<file path="config.mk">
export PLATFORM = sky130hd
export DESIGN_NAME = serial_bit_feeder
export DESIGN_NICKNAME = d
export VERILOG_FILES = /design/src/rtl/serial_bit_feeder.sv
export SDC_FILE = /design/constraint.sdc
export NUM_CORES = 1
export LEC_CHECK = 0
export CAP_MARGIN = 20
export CELL_PAD_IN_SITES_DETAIL_PLACEMENT = 0
export CELL_PAD_IN_SITES_GLOBAL_PLACEMENT = 1
export CORE_ASPECT_RATIO = 2
export CORE_MARGIN = 2
export CORE_UTILIZATION = 35
export DETAILED_ROUTE_END_ITERATION = 6
export PLACE_DENSITY = 0.78
export SLEW_MARGIN = 0
export SYNTH_ARGS = -nofsm -noshare
export SYNTH_HDL_FRONTEND = slang
export SYNTH_SLANG_ARGS = --single-unit
</file>
<file path="constraint.sdc">
create_clock -name clk -period 1.37 [get_ports clk]
set_clock_uncertainty 0.15 [all_clocks]
set_input_delay 0.274 -clock clk [delete_from_list [all_inputs] [get_ports clk]]
set_output_delay 0.274 -clock clk [all_outputs]
set_load 0.02 [all_outputs]
</file>
<file path="src/rtl/serial_bit_feeder.sv">
// serial_bit_feeder: word-to-bit serializer (MSB first) with one-entry holding register; SER_PARITY_EN appends an even-parity bit
module serial_bit_feeder #(
  parameter int WIDTH = 8
) (
  input  logic             clk,
  input  logic             reset,
  input  logic [WIDTH-1:0] data_in,
  input  logic             load_valid,
  output logic             load_ready,
  output logic             ser_out,
  output logic             ser_valid,
  output logic             frame_start,
  output logic             busy
);
  localparam int CW = $clog2(WIDTH + 1);
`ifdef SER_PARITY_EN
  typedef enum logic [1:0] {IDLE, SHIFT, PARITY} state_t;
`else
  typedef enum logic [1:0] {IDLE, SHIFT} state_t;
`endif
  state_t           r_state, w_next;
  logic [WIDTH-1:0] r_hreg, r_sreg;
  logic [CW-1:0]    r_cnt;
  logic             r_hold_full, r_rst_q;
  logic             w_accept, w_last, w_end, w_xfer;
`ifdef SER_PARITY_EN
  logic             r_par;
`endif
  // next state: transfer whenever a word is held and the shifter is free
  always_comb begin
    w_accept = load_valid && load_ready;
    w_last   = (r_state == SHIFT) && (r_cnt == CW'(WIDTH - 1));
`ifdef SER_PARITY_EN
    w_end    = (r_state == PARITY);
`else
    w_end    = w_last;
`endif
    w_xfer   = r_hold_full && ((r_state == IDLE) || w_end);
`ifdef SER_PARITY_EN
    w_next   = w_xfer ? SHIFT : w_last ? PARITY : ((r_state == IDLE) || w_end) ? IDLE : r_state;
`else
    w_next   = w_xfer ? SHIFT : ((r_state == IDLE) || w_end) ? IDLE : r_state;
`endif
  end
  // state register; r_rst_q keeps load_ready low while reset is held
  always_ff @(posedge clk) begin
    r_state <= reset ? IDLE : w_next;
    r_rst_q <= reset;
  end
  // holding register: filled on accept, emptied on transfer
  always_ff @(posedge clk) begin
    if (reset) begin
      r_hreg      <= '0;
      r_hold_full <= 1'b0;
    end else if (w_accept) begin
      r_hreg      <= data_in;
      r_hold_full <= 1'b1;
    end else if (w_xfer) begin
      r_hold_full <= 1'b0;
    end
  end
  // shifter and bit counter
  always_ff @(posedge clk) begin
    if (reset) begin
      r_sreg <= '0;
      r_cnt  <= '0;
    end else if (w_xfer) begin
      r_sreg <= r_hreg;
      r_cnt  <= '0;
    end else if (r_state == SHIFT) begin
      r_sreg <= r_sreg << 1;
      r_cnt  <= r_cnt + CW'(1);
    end
  end
`ifdef SER_PARITY_EN
  // parity of the word latched as it enters the shifter
  always_ff @(posedge clk) begin
    if (reset) r_par <= 1'b0;
    else if (w_xfer) r_par <= ^r_hreg;
  end
  assign ser_out = (r_state == SHIFT) ? r_sreg[WIDTH-1] : (r_state == PARITY) ? r_par : 1'b0;
`else
  assign ser_out = (r_state == SHIFT) ? r_sreg[WIDTH-1] : 1'b0;
`endif
  assign ser_valid   = (r_state != IDLE);
  assign frame_start = (r_state == SHIFT) && (r_cnt == '0);
  assign busy        = (r_state != IDLE) || r_hold_full;
  assign load_ready  = !r_hold_full && !r_rst_q;
endmodule

</file>
=== Yosys cells after proc, flatten, opt, wreduce, memory -nomap -nowiden ===
Index checks and enable logic that the tools add are counted.

* Register bits after elaboration: 23
* Latch bits: 0
* Bits in writable memories: 0
* ROM bits: 0
* Input port bits: 11
* Output and inout port bits: 5
* Word-level logic and storage cells: 30
* Memories kept: 0

* $add $sub $neg: 1
* Multipliers: 0
* Divide/modulo/power cells: 0
* Magnitude comparators: 0
* Equality and inequality tests: 1
* Shift-type cells: 0
* Muxes and demuxes: 7
* Bitwise operators: 0
* Reduce and logical (&&, ||, !) cells: 15

{| class="wikitable"
|+ Operators with widths
! cell !! number
|-
| $mux W8 || 2
|-
| $reduce_bool A2 Y1 || 3
|-
| $logic_and A1 B1 Y1 || 5
|-
| $mux W1 || 5
|-
| $add A4 B1 Y4 const B || 1
|-
| $eq A4 B3 Y1 const B || 1
|-
| $logic_not A4 Y1 || 1
|-
| $logic_not A1 Y1 || 2
|-
| $logic_not A2 Y1 || 1
|-
| $logic_or A1 B1 Y1 || 2
|-
| $reduce_or A2 Y1 || 1
|}

=== Logic depth before layout (Yosys ltp) ===
* Depth in word-level cells: 6
* Gate-level depth with buffers: 6
* Depth with buffers taken out: 4

=== Worst setup path before layout ===
OpenSTA, ideal clock, no wires.

* Kind: register to output
* Start: reg r_state[0]
* End: out frame_start
* Arrival: 1.460 ns
* Data required time: 0.946 ns
* Slack: -0.514 ns
* Stages on the path, launching flop included: 4
* Buffers on the path: 1
* Cells stage by stage: dfxtp_1 -> buf_2 -> inv_1 -> nor4b_1

* Word-level cells in the longest chain between the ends: 1

{| class="wikitable"
|+ RTL lines
! what !! RTL line !! text
|-
| from (decl) || 21 || <nowiki>state_t r_state, w_next;</nowiki>
|-
| from (signal assigned) || 47 || <nowiki>r_state <= reset ? IDLE : w_next;</nowiki>
|-
| $logic_and A1 B1 Y1 || 86 || <nowiki>assign frame_start = (r_state == SHIFT) && (r_cnt == '0);</nowiki>
|-
| to (decl) || 12 || <nowiki>output logic frame_start,</nowiki>
|}

No other way between the ends.

=== Worst setup path after layout ===
* Start: reg r_cnt[1]
* End: out frame_start

* Word-level cells in the longest chain between the ends: 2

{| class="wikitable"
|+ RTL lines
! what !! RTL line !! text
|-
| from (decl) || 23 || <nowiki>logic [CW-1:0] r_cnt;</nowiki>
|-
| from (signal assigned) || 72 || <nowiki>r_cnt <= r_cnt + CW'(1);</nowiki>
|-
| $logic_not A4 Y1 || 86 ||
|-
| $logic_and A1 B1 Y1 || 86 ||
|}

No other way between the ends.

==> results.md <==
- The run finished, with violations left.
- The final reports fail on negative setup slack.
- The x dimension of the die is approximately 43 µm.
- The critical path startpoint category is a flip-flop.
- Once detail routing completed, the nets flagged for antenna violations numbered 0.
- In this run the static leakage power is about 0.68 nW.
- After layout, the worst setup slack is -0.175 ns.
- The die covers approximately 3500 µm².
- The tightest hold path in the finished design has a slack of ~0.33 ns.
- The height of the die is 82 µm.
- The per-instance average area after synthesis is roughly 10 µm².
- Setup repair after global routing could not meet its margin everywhere.
- The clock net in this run drives a total of 23 sinks.
- In the routed layout, each cell is associated on average with a via count of 5.22.
- The net count of the finished layout is approximately 150.
- The remaining routing DRC violations is 0.
- The wire length per cell is approximately 16 µm.
- Summing all placed instances gives a cell area of between 1000 and 1500 µm².
- At the end of routability-driven placement, the weighted congestion stood at about 0.78.
- Buffers placed on the I/O ports in this run total 15.
- Setup violations remaining at the end of the flow were counted as 22.
- The share of the clock period used by the worst path after layout is 113%.
- The cell at the root of the clock tree is clkbuf_8.
- During synthesis, Yosys emitted a total of 0 warnings.
- For this design the ratio of total power to cell area is 889 nW/µm².
- Across the run, the number of max-cap violations was 0.
- The largest fanout on the critical path is 2.
- Global routing finished with a remaining overflow of 0.
- The flip-flop and latch count after synthesis is 23.
- The growth of design area from synthesis to finish is 53.9%.
- The maximum clock insertion buffer count is 2.
- Synthesis produced between 100 and 150 cells.
- TritonCTS created 3 clock buffers.
- The hold-fix buffer count after cts is 0.
- For this design the top-level I/O count stands at 16.
- The number of antenna diodes in the final layout is 0.
- Based on the critical path, the design can be clocked at up to approximately 0.65 GHz.
- The share of the core filled with cells is a little under three fifths.
- The finished layout holds roughly 170 standard cells, fillers aside.
- Counting every net in the synthesized netlist gives 115.
- For this configuration, the core starts out at a cell density of between 30 and 40%.
- The worst path required time is approximately 0.95 ns.
- Entering global routing, the biggest net connects 13 pins.
- The number of pins exceeding their max-slew limit in the final report came to 0.
- Counting distinct cell types in the post-synthesis netlist gives 31.
- TritonCTS built the clock tree.
- The final critical path time including I/O delays and setup is 1.54 ns.
- The slowest stage of the critical path is the dfxtp_2 cell.
- The core region is slightly below 3000 µm².
- The first global-routing pass estimated ~4.4 mm of wire.
- In this run the number of H-tree levels came out at 1.
- The number of rows in the core area is 28.
- The worst supply voltage drop on vdd is slightly below 0.6 mV.
- The final routed wirelength across all metal layers is 2.65 mm.
- The via count of the first global-routing pass is 955.
- The arrival time reported for the critical path endpoint is around 1.1 ns.
- At the pin with the least slew margin, the transition time is ~0.25 ns.
- The initial antenna violation count is 0.
- The critical path goes through inv_2 -> ha_4 -> nor4b_4 -> buf_4.
- The cell area that synthesis handed to floorplanning was 1060 µm².
- The aggregate global-route resource usage is between 10% and 20%.
- The pre-antenna-repair detailed-routing pass consisted of 4 iterations.
- The sequential area share after synthesis is between 40 and 50%.
- The normalized max-slew margin is between 80 and 90%.
- The critical path is of the flip-flop to output port type.
- Clock latency on the worst-skew pair, taken at its later pin, is 0.27 ns.
- The routed layout has between 800 and 900 vias.
- Of the cells placed in the final design, the portion with a size suffix greater than 1 is roughly half.
- The clock-pin slew of the registers on the worst-case setup and hold paths is about 0.08 ns.
- Counting tap cells, the placed design contains a total of 162 instances.
- Along the worst hold path, the cell count comes to 1.
- The finished cells cover 1640 µm².
- The count of endpoints failing hold in the final timing report is 0.
- The cell count of the worst reg-to-reg path is 5.
- The placed wire-length estimate is around 1.9 mm.
- The path category of the worst min-delay check is flip-flop to flip-flop.
- In this design, the stage delay of the slowest critical-path cell is 0.33 ns.
- STA classifies the critical path endpoint as an output port.
- The worst slack at placement is -0.353 ns.
- The number of design-rule violations left by the first detailed-router iteration is 21.
==> state kept, by name (all words and copies together) (netlist names) <==
signal,flops
r_hold_full,1
r_state,1
r_hreg,8
r_sreg,8
r_cnt,4
r_rst_q,1
==> critical path, delay by kind of cell (launching register included) <==
family | cells | cell delay, ns
flops | 1 | 0.33
simple gates | 1 | 0.17
fa+ha+maj | 1 | 0.12
buf+inv | 2 | 0.23
==> layout make-up <==
type | count | area, µm²
well taps | 30 | 37.5
multi-input cells | 66 | 687
clock buffers | 4 | 45.0
repair buffers | 41 | 383
fillers | 270 | 1300
flip-flops and latches | 23 | 468
inverters | 5 | 18.8
==> power breakdown <==
part | total (W) | internal (W) | switching (W)
logic | 0.000296 | 0.000177 | 0.000118
registers | 0.000730 | 0.000701 | 0.0000287
clock network | 0.000431 | 0.000208 | 0.000223
==> routing by layer <==
layer	vias to the layer above	track usage (%)	share of wire, %
li1	440	-	-
met1	427	16.8	39
met2	11	32.3	58
met3	4	1.98	1.6
met4	0	7.27	1.4
met5	-	0	0
==> stage by stage <==
stage	setup TNS, ns	total power [W]
after global placement	-3.85	0.000968
after floorplan	0	0.000871
after detailed placement	-4.78	0.000977
after global routing	-3.02	0.00151
after CTS	-0.931	0.00142
final	-1.44	0.00146
==> synthesized netlist by cell type <==
library cell / n / area share, %
and2_1: 1 / 0.59
a21oi_1: 2 / 0.94
xnor2_1: 1 / 0.82
mux2_2: 5 / 5.3
nand3b_1: 1 / 0.71
nand4b_2: 1 / 1.4
buf_6: 2 / 2.1
a22oi_1: 1 / 0.71
and3_1: 1 / 0.59
nor3b_1: 1 / 0.71
nor3_1: 3 / 1.4
xor2_1: 2 / 1.6
nand2_1: 2 / 0.71
nand4_1: 1 / 0.59
o221a_2: 7 / 7.4
ha_1: 2 / 2.3
a21boi_0: 1 / 0.71
nor3b_2: 1 / 1.2
buf_2: 3 / 1.4
dfxtp_1: 23 / 43
clkbuf_2: 1 / 0.47
a211oi_1: 1 / 0.71
nor4b_1: 1 / 0.82
buf_8: 1 / 1.4
o21a_1: 5 / 3.5
inv_1: 5 / 1.8
a31oi_1: 1 / 0.59
clkbuf_1: 1 / 0.35
mux2i_1: 11 / 10
a32o_1: 1 / 0.94
nor2_1: 13 / 4.6
==> path summary, 6_finish.rpt <==
kind / from / to / slack (ns)
hold reg to reg: r_sreg[1] / r_sreg[2] / 0.33
hold / removal: r_sreg[1] / r_sreg[2] / 0.33
setup reg to reg: r_cnt[1] / r_sreg[6] / -0.14
setup / recovery: r_cnt[1] / frame_start / -0.17
==> logic make-up (layout without fill, tap and decap cells) <==
| logic type | count (synthesis) | count (layout) | synth area share, % |
|---|---|---|---|
| adders and majority gates | 2 | 2 | 2.35 |
| and+or+nand+nor | 26 | 26 | 13.3 |
| buffers and inverters | 13 | 50 | 7.52 |
| xor gates and xnor gates | 3 | 3 | 2.47 |
| muxes | 16 | 16 | 15.6 |
| AOI/OAI and AO/OA | 19 | 19 | 15.5 |
| DFF | 23 | 23 | 43.2 |
==> timing repair <==
item | in CTS | in global routing
setup endpoints to repair | 18 | 27
buffers inserted | 4 | 0
resized for setup | 51 | 16
pin swaps | 5 | 9
==> cell usage in the layout, fill, tap and decap left out, drive strengths merged, types with 2 or more instances in the layout <==
cell type	Yosys	routed
a21oi	2	2
buf	6	31
clkbuf	2	4
clkdlybuf4s50	0	10
dfxtp	23	23
ha	2	2
inv	5	5
mux2	5	5
mux2i	11	11
nand2	2	2
nor2	13	13
nor3	3	3
nor3b	2	2
o21a	5	5
o221a	7	7
xor2	2	2
Note: power is estimated with default switching activity, not from simulation.
